--- config.mk ---
export PLATFORM = sky130hd
export DESIGN_NAME = list_buffer_ctrl
export DESIGN_NICKNAME = d
export VERILOG_FILES = /design/src/rtl/list_buffer_ctrl.sv
export SDC_FILE = /design/constraint.sdc
export NUM_CORES = 1
export LEC_CHECK = 0
export CAP_MARGIN = 40
export CELL_PAD_IN_SITES_DETAIL_PLACEMENT = 0
export CELL_PAD_IN_SITES_GLOBAL_PLACEMENT = 2
export CORE_MARGIN = 4
export CORE_UTILIZATION = 38
export DETAILED_ROUTE_END_ITERATION = 10
export DONT_BUFFER_PORTS = 1
export PLACE_DENSITY = 0.79
export SYNTH_ARGS = -nofsm -noshare
export SYNTH_HDL_FRONTEND = slang
export SYNTH_SLANG_ARGS = --single-unit
--- constraint.sdc ---
create_clock -name clock -period 2.6 [get_ports clock]
set_clock_uncertainty 0.2 [all_clocks]
set_input_delay 0 -clock clock [delete_from_list [all_inputs] [get_ports clock]]
set_output_delay 0 -clock clock [all_outputs]
set_load 0.1 [all_outputs]
--- src/rtl/list_buffer_ctrl.sv ---
// Linked-list controller: QUEUES independent FIFOs threaded through ENTRIES shared slots.
// Tracks head/tail/next pointers and slot occupancy; the data memory itself lives outside.
module list_buffer_ctrl #(
    parameter int QUEUES  = 2,
    parameter int ENTRIES = 4,
    parameter int QW      = (QUEUES  > 1) ? $clog2(QUEUES)  : 1,
    parameter int EW      = (ENTRIES > 1) ? $clog2(ENTRIES) : 1
) (
    input  logic              clock,
    input  logic              reset_n,
    input  logic              push_valid,
    input  logic [QW-1:0]     push_index,
    output logic              push_ready,
    output logic [EW-1:0]     push_addr,
    input  logic              pop_valid,
    input  logic [QW-1:0]     pop_index,
    output logic [EW-1:0]     pop_addr,
    output logic [QUEUES-1:0] q_valid,
    output logic [EW:0]       free_count,
    output logic              pop_err
);

    logic [ENTRIES-1:0] used_q, used_d;
    logic [QUEUES-1:0]  qv_q, qv_d;
    logic [EW-1:0]      head_q [QUEUES];
    logic [EW-1:0]      head_d [QUEUES];
    logic [EW-1:0]      tail_q [QUEUES];
    logic [EW-1:0]      tail_d [QUEUES];
    logic [EW-1:0]      next_q [ENTRIES];
    logic [EW-1:0]      next_d [ENTRIES];
    logic [EW:0]        free_q, free_d;
    logic               pop_err_q, pop_err_d;

    logic               push_fire;
    logic               pop_fire;
    logic [EW-1:0]      pop_head;
    logic               pop_single;
    logic               same_q_refill;

    // Lowest-index free slot; only pre-edge occupancy is visible to the allocator.
    always_comb begin
        push_ready = 1'b0;
        push_addr  = '0;
        for (int i = ENTRIES - 1; i >= 0; i--) begin
            if (!used_q[i]) begin
                push_ready = 1'b1;
                push_addr  = EW'(i);
            end
        end
    end

    assign pop_head      = head_q[pop_index];
    assign pop_addr      = pop_head;
    assign pop_single    = (pop_head == tail_q[pop_index]);
    assign push_fire     = push_valid & push_ready;
    assign pop_fire      = pop_valid & qv_q[pop_index];
    // A pop draining a single-element queue while the same queue is pushed restarts the list.
    assign same_q_refill = pop_fire & pop_single & (pop_index == push_index);

    always_comb begin
        used_d    = used_q;
        qv_d      = qv_q;
        head_d    = head_q;
        tail_d    = tail_q;
        next_d    = next_q;
        pop_err_d = pop_valid & ~qv_q[pop_index];
        free_d    = free_q - (EW+1)'(push_fire) + (EW+1)'(pop_fire);

        if (pop_fire) begin
            used_d[pop_head] = 1'b0;
            if (pop_single) begin
                qv_d[pop_index] = 1'b0;
            end else begin
                head_d[pop_index] = next_q[pop_head];
            end
        end

        if (push_fire) begin
            used_d[push_addr]  = 1'b1;
            tail_d[push_index] = push_addr;
            if (qv_q[push_index] && !same_q_refill) begin
                next_d[tail_q[push_index]] = push_addr;
            end else begin
                head_d[push_index] = push_addr;
                qv_d[push_index]   = 1'b1;
            end
        end
    end

    always_ff @(posedge clock) begin
        if (!reset_n) begin
            used_q    <= '0;
            qv_q      <= '0;
            free_q    <= (EW+1)'(ENTRIES);
            pop_err_q <= 1'b0;
            for (int q = 0; q < QUEUES; q++) begin
                head_q[q] <= '0;
                tail_q[q] <= '0;
            end
            for (int e = 0; e < ENTRIES; e++) begin
                next_q[e] <= '0;
            end
        end else begin
            used_q    <= used_d;
            qv_q      <= qv_d;
            free_q    <= free_d;
            pop_err_q <= pop_err_d;
            head_q    <= head_d;
            tail_q    <= tail_d;
            next_q    <= next_d;
        end
    end

    assign q_valid    = qv_q;
    assign free_count = free_q;
    assign pop_err    = pop_err_q;

endmodule
==> impl_metrics.py <==
metrics = {
    "floorplan": {
        "core_sq_um": 3660,
        "die_h_um": 69.5,
        "num_rows": 22,
        "die-area_sq_um": 4830,
        "ios": 17,
        "die_w_um": 69.5,
        "initial_core_util_pct": 39.2,
    },
    "power_and_ir_drop": {
        "power_w": 0.00112,
        "power.leakage_nw": 0.722,
        "power.density_nw_per_um2": 640,
        "ir_drop_v": 0.000388,
    },
    "sta": {
        "fin_crit_sh_pct": 87.0,
        "setup_violations": 0,
        "maxSlewViolCount": 0,
        "max_freq_mhz": 442,
        "worst_slack_ns": 0.337,
        "final_hold_viol_count": 0,
        "relSlewSlack_pct": 67.3,
        "worstMarginPinSlew_ns": 0.477,
        "rsz0062_at_grt": "no",
        "finalCriticalPeriod_ns": 2.26,
    },
    "yosys": {
        "synth_edf_count": 0,
        "netlist_top_cells_area": "dfxtp_1 (36%), mux2i_1 (13%), a21oi_1 (4.5%)",
        "synth_flop_cell": "dfxtp_1",
        "synth_common_cells": "dfxtp_1 (26), mux2i_1 (19), nor2_1 (14)",
        "synth_nets": 164,
        "yosys_register_bits": 26,
        "yosysSeqAreaShare_pct": 36.2,
        "synth_top_area_cell": "dfxtp_1",
        "synth_top_area_share_pct": 36.2,
        "async_reset_ff_share_pct": 0,
        "yosys_warnings": 0,
        "netlist_area_sq_um": 1440,
        "synth.distinct_cells": 43,
        "synth_most_common_cell": "dfxtp_1",
        "syn_avg_cell_area_sq_um": 9.27,
        "syn_inst": 155,
    },
    "layout": {
        "nets": 184,
        "drive_gt1_share_pct": 21.8,
        "ff_latch_area_sq_um": 526,
        "stdcell_count": 222,
        "area_growth_pct": 22.0,
        "fillers": 340,
        "antenna_cells": 0,
        "multi_input_area_sq_um": 893,
    },
    "drt": {
        "first_iter_violations": 40,
        "ant_nets": 0,
        "route.detailed.drc": 0,
        "dr.pass1.iters": 3,
        "vias": 1183,
        "wl_per_cell_um": 15.7,
        "wirelength_um": 3490,
        "via_per_inst": 5.33,
    },
    "critical_path": {
        "end_kind": "flip-flop",
        "slowest_stage": "dfxtp_1",
        "critPathKind": "flip-flop to flip-flop",
        "path_max_fanout": 4,
        "worstPathArrival_ns": 2.22,
        "worstPathRequired_ns": 2.56,
        "startpoint_type": "flip-flop",
        "timing.critical_path.slowest_cell_delay_ns": 0.33,
        "cp_cell_sequence": "mux2i_2 -> nand2b_1 -> ha_4 -> inv_2 -> ha_4 -> fa_2 -> xnor2_1 -> xnor2_1 -> nand2_1",
    },
    "global_routing": {
        "grt_max_degree": 18,
        "grt_pass1_wl_um": 5860,
        "first_global_vias": 1186,
        "antenna_found_initial": 0,
        "grt_use_total_pct": 14.9,
        "grt_overflow_total": 0,
    },
    "clock_network": {
        "cts-root-buf": "clkbuf_8",
        "cts-htree-levels": 1,
        "clock_sinks": 26,
        "cts_buffers": 3,
        "path_clk_slew_ns": 0.09,
        "postCtsSetupBuffers": 0,
        "cts_tree": "built",
        "clock_path_buffers": 2,
        "clk-insertion-delay-late_ns": 0.27,
    },
    "place": {
        "dpl.hpwl_um": 2620,
        "port_buffers": 0,
        "dp_slack_ns": 0.386,
        "gp_congestion": 0.756,
        "dp.cells": 212,
    },
    "status": {
        "status": "finished clean",
    },
    "min_path": {
        "hold_path.class": "input port to flip-flop",
    },
    "run": {
        "cap_violations": 0,
    },
}
-- report_power, final --
| group | total [W] | switching [W] | internal, W |
|---|---|---|---|
| clock network | 0.000337 | 0.000131 | 0.000206 |
| logic | 0.000337 | 0.000243 | 0.0000944 |
| registers | 0.000448 | 0.0000234 | 0.000424 |
-- what timing repair did --
action,in CTS,in global routing
endpoints found under the hold margin,26,0
hold buffers,6,0
resized for setup,0,1
endpoints found under the setup margin,0,1
-- metal layers --
metal	up-vias	global-route usage [%]	wire, um
met1	564	18.9	1660
li1	601	-	-
met3	2	4.93	168
met2	16	25.4	1650
met4	0	1.30	10
met5	-	0	0
-- critical path: cells and delay by family (launching register included) --
family,cells,cell delay [ns]
adders and majority gates,3,0.64
xor gates and xnor gates,2,0.31
and+or+nand+nor,2,0.37
buffers and inverters,1,0.03
muxes,1,0.27
DFF,1,0.33
-- per-stage QoR --
step | hold slack (ns) | cell area (sq um) | utilization [%] | setup TNS, ns
global placement | -0.134 | 1600 | 43.8 | 0
detailed placement | -0.134 | 1620 | 44.2 | 0
floorplan | -0.0541 | 1480 | - | -2.81
finish | 0.00966 | 1750 | 47.8 | 0
global route | 0.0947 | 1750 | 47.8 | 0
CTS | 0.0122 | 1750 | 47.8 | 0
-- worst paths after layout --
check	start	end	slack [ns]	cells past startpoint
min	pop_valid	used_q[0]$_SDFF_PN0_	0.01	3
max	q_valid[1]$_SDFF_PN0_	free_count[2]$_SDFF_PN1_	0.34	9
max reg2reg	q_valid[1]$_SDFF_PN0_	free_count[2]$_SDFF_PN1_	0.34	9
min reg2reg	next_q[6]$_SDFFE_PN0P_	next_q[6]$_SDFFE_PN0P_	0.30	2
-- sequential cells by signal, summed over array words and instances, names as in the netlist --
name and flops:
q_valid 2, pop_err 1, free_count 3, used_q 4, tail_q 4, next_q 8, head_q 4
-- cells in the final DEF (no fill, tap or decap), types with 3 or more instances in the layout --
master / instances
dfxtp_1: 22
mux2i_1: 19
nor2_1: 14
a21oi_1: 12
buf_4: 12
nand2_1: 6
inv_1: 6
nand3_1: 6
o21ai_0: 5
dlygate4sd3_1: 5
o21ai_1: 4
dfxtp_2: 4
and3_1: 3
nor3_2: 3
o2111ai_1: 3
clkbuf_8: 3
-- kinds of logic after synthesis --
kind of cell	after synthesis	synth area share, %
mux	22	16.5
buf+inv	13	4.18
simple gates	52	21.3
xor+xnor	6	4.70
fa+ha+maj	3	3.14
compound gates	33	13.9
flops	26	36.2
-- cell type report --
cell class              count  area share, %
well taps                  48           3.43
clock inverters             1           1.71
flip-flops and latches     26           30.0
multi-input cells         116           51.0
clock buffers               3           2.36
inverters                   9           1.93
repair buffers             19           9.57
No activity file was read; power rests on OpenSTA's default activity.
